**config.mk**
```make
export PLATFORM = sky130hd
export DESIGN_NAME = keypad_entry
export DESIGN_NICKNAME = d
export VERILOG_FILES = /design/src/rtl/keypad_pkg.sv /design/src/rtl/keypad_debounce.sv /design/src/rtl/keypad_entry.sv
export SDC_FILE = /design/constraint.sdc
export NUM_CORES = 1
export LEC_CHECK = 0
export ABC_AREA = 1
export BUFFER_PORTS_ARGS = -buffer_cell sky130_fd_sc_hd__buf_2
export CELL_PAD_IN_SITES_DETAIL_PLACEMENT = 1
export CELL_PAD_IN_SITES_GLOBAL_PLACEMENT = 1
export CORE_ASPECT_RATIO = 0.6
export CORE_MARGIN = 10
export CORE_UTILIZATION = 38
export DETAILED_ROUTE_END_ITERATION = 12
export GPL_TIMING_DRIVEN = 0
export PLACE_DENSITY_LB_ADDON = 0.1
export SETUP_SLACK_MARGIN = 0.1
export SLEW_MARGIN = 20
export SYNTH_ARGS = -nofsm -noshare
export SYNTH_HDL_FRONTEND = slang
export SYNTH_SLANG_ARGS = --single-unit
```
**constraint.sdc**
```tcl
create_clock -name clk -period 1.2 [get_ports clk]
set_input_delay 0.12 -clock clk [delete_from_list [all_inputs] [get_ports clk]]
set_output_delay 0.12 -clock clk [all_outputs]
set_load 0.05 [all_outputs]
```
**src/rtl/keypad_pkg.sv**
```systemverilog
// rtl/keypad_pkg.sv - shared key codes, FSM state type and widths for the keypad entry block
package keypad_pkg;

    localparam int BCD_W = 4;

    localparam logic [3:0] KEY_CLEAR = 4'd10;
    localparam logic [3:0] KEY_ENTER = 4'd11;

    typedef enum logic {
        COLLECT = 1'b0,
        PRESENT = 1'b1
    } entry_state_t;

    function automatic logic is_digit(input logic [3:0] code);
        return code <= 4'd9;
    endfunction

endpackage

```
**src/rtl/keypad_debounce.sv**
```systemverilog
// rtl/keypad_debounce.sv - synchronise and debounce the decoded key, emit one pulse per press
//
// Ports:
//   clk         system clock, rising edge
//   rst_n       asynchronous active-low reset
//   key_valid   decoder valid, asynchronous to clk
//   key_number  decoder key code, meaningful only with key_valid
//   press       one-cycle pulse when the debounced key goes from no-key to key
//   press_code  debounced key code, valid while press is high
module keypad_debounce #(
    parameter int DEBOUNCE_CYCLES = 4
) (
    input  logic       clk,
    input  logic       rst_n,
    input  logic       key_valid,
    input  logic [3:0] key_number,
    output logic       press,
    output logic [3:0] press_code
);

    localparam int CNT_W = (DEBOUNCE_CYCLES > 2) ? $clog2(DEBOUNCE_CYCLES) : 1;
    localparam logic [CNT_W-1:0] CNT_MAX = CNT_W'(DEBOUNCE_CYCLES - 1);
    localparam logic [CNT_W-1:0] CNT_PRE = CNT_W'(DEBOUNCE_CYCLES - 2);

    // {valid, code}; the code is zeroed when no key is down so "no key" has one encoding
    logic [4:0]       sample_in;
    logic [4:0]       sync1;
    logic [4:0]       sync2;
    logic [4:0]       cand;
    logic [4:0]       deb;
    logic             deb_prev_valid;
    logic [CNT_W-1:0] cnt;

    assign sample_in = {key_valid, key_valid ? key_number : 4'd0};

    always_ff @(posedge clk or negedge rst_n) begin
        if (!rst_n) begin
            sync1          <= '0;
            sync2          <= '0;
            cand           <= '0;
            deb            <= '0;
            deb_prev_valid <= 1'b0;
            cnt            <= '0;
        end else begin
            sync1          <= sample_in;
            sync2          <= sync1;
            deb_prev_valid <= deb[4];
            if (sync2 != cand) begin
                cand <= sync2;
                cnt  <= '0;
            end else begin
                if (cnt != CNT_MAX) begin
                    cnt <= cnt + CNT_W'(1);
                end
                // Load on the same edge the counter lands on its terminal value
                if (cnt >= CNT_PRE) begin
                    deb <= cand;
                end
            end
        end
    end

    assign press      = deb[4] & ~deb_prev_valid;
    assign press_code = deb[3:0];

endmodule

```
**src/rtl/keypad_entry.sv**
```systemverilog
// rtl/keypad_entry.sv - collect debounced key presses into a BCD entry and hand it off
//
// Ports:
//   clk          system clock, rising edge
//   rst_n        asynchronous active-low reset
//   key_valid    decoder valid, asynchronous to clk
//   key_number   decoder key code (0-9 digit, 10 CLEAR, 11 ENTER, 12-15 ignored)
//   entry_valid  completed entry is available
//   entry_ready  consumer accepts the entry
//   entry_value  BCD digits, most recent digit in [3:0]
//   entry_count  number of digits currently held
//   busy         digits held or an entry is being presented
module keypad_entry
    import keypad_pkg::*;
#(
    parameter int DEBOUNCE_CYCLES = 4,
    parameter int DIGITS          = 4
) (
    input  logic                         clk,
    input  logic                         rst_n,
    input  logic                         key_valid,
    input  logic [3:0]                   key_number,
    output logic                         entry_valid,
    input  logic                         entry_ready,
    output logic [BCD_W*DIGITS-1:0]      entry_value,
    output logic [$clog2(DIGITS+1)-1:0]  entry_count,
    output logic                         busy
);

    localparam int VW = BCD_W * DIGITS;
    localparam int CW = $clog2(DIGITS + 1);

    logic         press;
    logic [3:0]   press_code;

    entry_state_t state;
    entry_state_t state_next;
    logic [VW-1:0] value;
    logic [VW-1:0] value_next;
    logic [CW-1:0] count;
    logic [CW-1:0] count_next;

    keypad_debounce #(
        .DEBOUNCE_CYCLES(DEBOUNCE_CYCLES)
    ) u_debounce (
        .clk        (clk),
        .rst_n      (rst_n),
        .key_valid  (key_valid),
        .key_number (key_number),
        .press      (press),
        .press_code (press_code)
    );

    always_ff @(posedge clk or negedge rst_n) begin
        if (!rst_n) begin
            state <= COLLECT;
            value <= '0;
            count <= '0;
        end else begin
            state <= state_next;
            value <= value_next;
            count <= count_next;
        end
    end

    always_comb begin
        state_next = state;
        value_next = value;
        count_next = count;
        case (state)
            COLLECT: begin
                if (press) begin
                    if (is_digit(press_code)) begin
                        // A full buffer silently drops further digits
                        if (count < CW'(DIGITS)) begin
                            value_next = {value[VW-BCD_W-1:0], press_code};
                            count_next = count + CW'(1);
                        end
                    end else if (press_code == KEY_CLEAR) begin
                        value_next = '0;
                        count_next = '0;
                    end else if (press_code == KEY_ENTER && count != '0) begin
                        state_next = PRESENT;
                    end
                end
            end
            PRESENT: begin
                // Keys are discarded here; only the handshake leaves this state
                if (entry_ready) begin
                    state_next = COLLECT;
                    value_next = '0;
                    count_next = '0;
                end
            end
            default: state_next = COLLECT;
        endcase
    end

    assign entry_valid = (state == PRESENT);
    assign entry_value = value;
    assign entry_count = count;
    assign busy        = (count != '0) || (state == PRESENT);

endmodule

```
After elaboration in Yosys (flattened, before gate mapping)

Cells that the tools add are included.

Add/subtract/negate cells: 2
Magnitude comparators: 3
Equality and inequality tests: 8
Muxes and demuxes: 21
Bitwise gates (word level): 4
Reductions and logical operators: 6

Operators by type and width:

| cell                                                      | number |
|---|---|
| 2-to-1 mux 16 bit                                         | 5 |
| case mux 16 bit (2 select lines)                          | 1 |
| 2-to-1 mux 3 bit                                          | 5 |
| == test 4 bit (second input constant)                     | 2 |
| inequality test 2 bit (second input constant)             | 3 |
| inequality test 3 bit (second input constant)             | 2 |
| case mux 3 bit (2 select lines)                           | 1 |
| 2-to-1 mux 1 bit                                          | 5 |
| inequality test 5 bit                                     | 1 |
| less-or-equal comparator 4 bit (second input constant)    | 1 |
| 2-to-1 mux 2 bit                                          | 2 |
| 2-to-1 mux 4 bit                                          | 1 |
| AND reduction 4 bit                                       | 1 |
| adder 3 x 1 -> 3 bit (second input constant)              | 1 |
| less-than comparator 3 bit (second input constant)        | 1 |
| inverter 1 bit                                            | 3 |
| nonzero test 3 bit                                        | 1 |
| adder 2 x 1 -> 2 bit (second input constant)              | 1 |
| greater-or-equal comparator 2 bit (second input constant) | 1 |
| case mux 1 bit (2 select lines)                           | 1 |
| AND reduction 2 bit                                       | 1 |
| nonzero test 2 bit                                        | 1 |
| AND 1 bit                                                 | 1 |
| logical AND 1 bit                                         | 1 |
| logical OR 1 bit                                          | 1 |

Register bits: 43
Bits of input ports: 8
Logic and storage cells: 53

Longest topological paths before layout

Word-level depth: 7
Depth in mapped cells: 8
Gate-level depth less buffers: 8

Modules after synthesis

From an unflattened synthesis, not the netlist that was laid out.

Cell total of the unflattened synthesis: 209
Area total of the unflattened synthesis: 1926.8 µm²

Modules (own cells, without submodules):

| module          | instances | cells an instance | area an instance (µm²) | sequential area each (µm²) |
|---|---|---|---|---|
| keypad_entry    | 1         | 115               | 982.2                  | 500.5 |
| keypad_debounce | 1         | 94                | 944.7                  | 575.6 |

Worst setup path after synthesis

OpenSTA, ideal clock, no wires.

Kind: register -> register
Start: register state, in the netlist entry_valid
End: register value[14], in the netlist entry_value[14]
Library setup time: 0.121 ns
Arrival: 1.400 ns
Data required time: 1.079 ns
Slack: -0.320 ns
Stages on the path, launching flop included: 5
Path buffers: 1
Cell sequence: dfrtp_1 nand2_1 clkbuf_1 nand3_1 o21ai_2

Word-level cells in the longest chain between the ends: 3

RTL lines:

| item                                                                            | line               | text |
|---|---|---|
| start, declared                                                                 | keypad_entry.sv:36 | `entry_state_t state;` |
| start signal, assigned                                                          | keypad_entry.sv:60 | `state <= state_next;` |
| inverter 1 bit                                                                  | n/a                |  |
| inequality test 3 bit (no line) / inequality test 2 bit (equally long branches) | n/a                |  |
| AND reduction 4 bit (no line)                                                   | n/a                |  |
| end signal, assigned                                                            | keypad_entry.sv:61 | `value <= value_next;` |
| end, declared                                                                   | keypad_entry.sv:38 | `logic [VW-1:0] value;` |

Several ways; a longest one is shown, not always the timed one.
A chain may end at the register's enable or synchronous reset.

Worst setup path in the final report

Start: register state, in the netlist entry_valid
End: register value[3], in the netlist entry_value[3]

The elaborated chain is that of the path after synthesis.

==> qor.yml <==
vias: 1644
routedWlPerCell_um: 16.8
drt_wl_total_mm: 5.57
dr.pass1.iters: 4
die_area_mm2: 0.00827
synthCells: 207
hpwlAfterDp_mm: 3.46
p_comb_share_pct: 43.6
seq_area_frac_synth_pct: 57.1
r2r_slack_ps: -110
p_switching_mw: 2.22
ant_nets: 0
numCtsBuffers: 5
post-route-min-period_ps: 1310
clock-sinks: 43
crit_fanout: 6
fmax_mhz: 763
clk_latency_ps: 300
area_growth_pct: 50.8
ios: 29
fin_cells: 332
post-route-cell-area_mm2: 0.00284
fin_worst_skew_ps: 4.32
cts_max_level: 2
grt_start_max_net_pins: 44
grt_pass1_wl_mm: 9.18
synth-seq-cells: 43
seqPwrFrac_pct: 35.1
post_dp_cell_area_mm2: 0.00216
hp-class: "in2reg"
grt_usage_pct: 13.5
ys.flop_type: "dfrtp_1"
vdd_drop_max_v: 0.00153
clockPowerShare_pct: 21.4
cts_buffer_depth: 2
rsz0062_at_grt: "true"
worst_pin_slew_ps: 559
critPathRequiredTime_ps: 1440
drive_gt1_share_pct: 48.7
relSlewSlack_pct: 62.7
synth-edff-count: 0
hold_viol: 0
synth_nets: 219
via_per_inst: 4.95
mostFrequentLayoutCell: "dfrtp_1"
io_buffer_count: 28
switching_share_pct: 40.2
setup_viol: 25
cp-start-kind: "flip-flop"
nNetsFinal: 280
cts_tree: "built"
crit_arrival_ps: 1550
syn_avg_cell_area_um2: 9.11
gr-total-overflow: 0
cellPowerDensity_mw_per_mm2: 1940
end_kind: "flip-flop"
std_cell_rows: 19
postLayoutCoreUtil_pct: 60.7
grt_pass1_vias: 1808
p_leak_nw: 1.43
cts_root_buffer: "clkbuf_8"
status: "finished, violations left"
place_congestion: 0.755
fp.dieW_um: 111
dieHeight_um: 74.6
ys_async_sr_fraction_pct: 100
slew_viol_final: 0
fin_crit_sh_pct: 109
syn-cell-area_mm2: 0.00189
cap_viol_max_count: 0
coreArea_mm2: 0.00468
antenna_found_initial: 0
timing.final.ws_setup_ps: -110
initial_core_util_pct: 40.3
p_int_mw: 3.30
yosysWarnings: 0
diodes: 0
synth_cell_types: 20
dp_cells: 298
crit_type: "reg2reg"
final_cell_mix: "dfrtp_1 (37), nand2_1 (31), buf_4 (24), nand3_1 (24), inv_1 (17)"
drc: 0
drtIter0Drc: 85
fin_setup_tns_ps: -1980
clk_pin_slew_ps: 80
violations: "negative setup slack"
==> cell type report <==
class                           instances  area [um^2]
Clock inverter                          2         35.0
Buffer                                 11         88.8
Sequential cell                        43         1080
Tap cell                               63         78.8
Fill cell                             518         1840
Timing Repair Buffer                   55          469
Inverter                               23         86.3
Multi-Input combinational cell        129          918
Clock buffer                            6         82.6
==> state kept, by name, summed over array words and instances (netlist names) <==
signal,flops
u_debounce.sync2,5
u_debounce.sync1,5
entry_value,16
u_debounce.deb_prev_valid,1
entry_valid,1
entry_count,3
u_debounce.cnt,2
u_debounce.deb,5
u_debounce.cand,5
==> power by group through the flow <==
stage / logic (mW) / registers (mW) / clock network (mW)
6_report: 2.41 / 1.94 / 1.18
5_1_grt: 2.56 / 1.98 / 1.27
4_1_cts: 2.14 / 1.92 / 1.21
3_5_place_dp: 1.74 / 1.95 / 0
3_3_place_gp: 1.72 / 1.93 / 0
2_1_floorplan: 0.567 / 2.66 / 0
==> critical path, stage by stage (launching register included) <==
cell and delay, ps:
dfrtp_2 430, inv_2 90, nand3_4 80, a21oi_4 160
nand2_4 130, buf_6 160, nand2_8 80, nand2_2 60
nand2_1 60
==> metrics by stage <==
step / hold slack [ps] / total power, mW / setup WS [ps]
after floorplan: -176 / 3.22 / -128
after global placement: 283 / 3.65 / -273
after detailed placement: 285 / 3.69 / -271
after CTS: 5.84 / 5.27 / -80.4
after global routing: 18.5 / 5.81 / -161
final: 14.5 / 5.52 / -110
==> worst paths after layout <==
| check | start | to | cells past startpoint |
|---|---|---|---|
| worst max-delay path | entry_valid | entry_value[3] | 8 |
| worst min register to register | u_debounce.sync1[1] | u_debounce.sync2[1] | 0 |
| min in group asynchronous | rst_n | u_debounce.sync2[3] | 2 |
| max in group asynchronous | rst_n | entry_count[0] | 2 |
| worst max register to register | entry_valid | entry_value[3] | 8 |
| worst min-delay path | key_number[1] | u_debounce.sync1[1] | 3 |
==> routing by layer <==
metal	GRT usage [%]	vias to the layer above	wire length, um
met1	18.3	817	2660
met2	21.1	32	2610
met3	3.94	6	251
met5	0	-	0
met4	3.02	0	54
li1	-	789	-
==> cell usage after synthesis, types with 2 or more instances <==
cell,number,area [um^2]
nand2_2,2,12.5
dfrtp_1,43,1080
a21oi_1,3,15.0
o21ai_2,2,17.5
clkbuf_1,9,33.8
ha_1,4,50.1
nand3_1,42,210
nand2_1,43,161
inv_1,23,86.3
o21ai_0,4,20.0
nor2_1,9,33.8
o21ai_1,11,55.1
buf_6,3,33.8
nor3b_1,3,22.5
==> cell families after synthesis <==
| family | share of synthesized area [%] |
|---|---|
| AO/OA/AOI/OAI | 6.57 |
| XOR/XNOR | 0.929 |
| adder cells (fa/ha/maj) | 2.65 |
| buffers and inverters | 8.16 |
| flip-flops | 57.1 |
| AND/OR/NAND/NOR | 24.6 |
==> what timing repair did <==
action	in CTS	in global routing
endpoints found under the setup margin	32	41
hold endpoints to repair	1	43
pin swaps	14	11
gates cloned	1	0
gates resized for setup	64	36
setup buffers	20	4
hold buffers	1	1
Power figures use the tool's default switching activity.
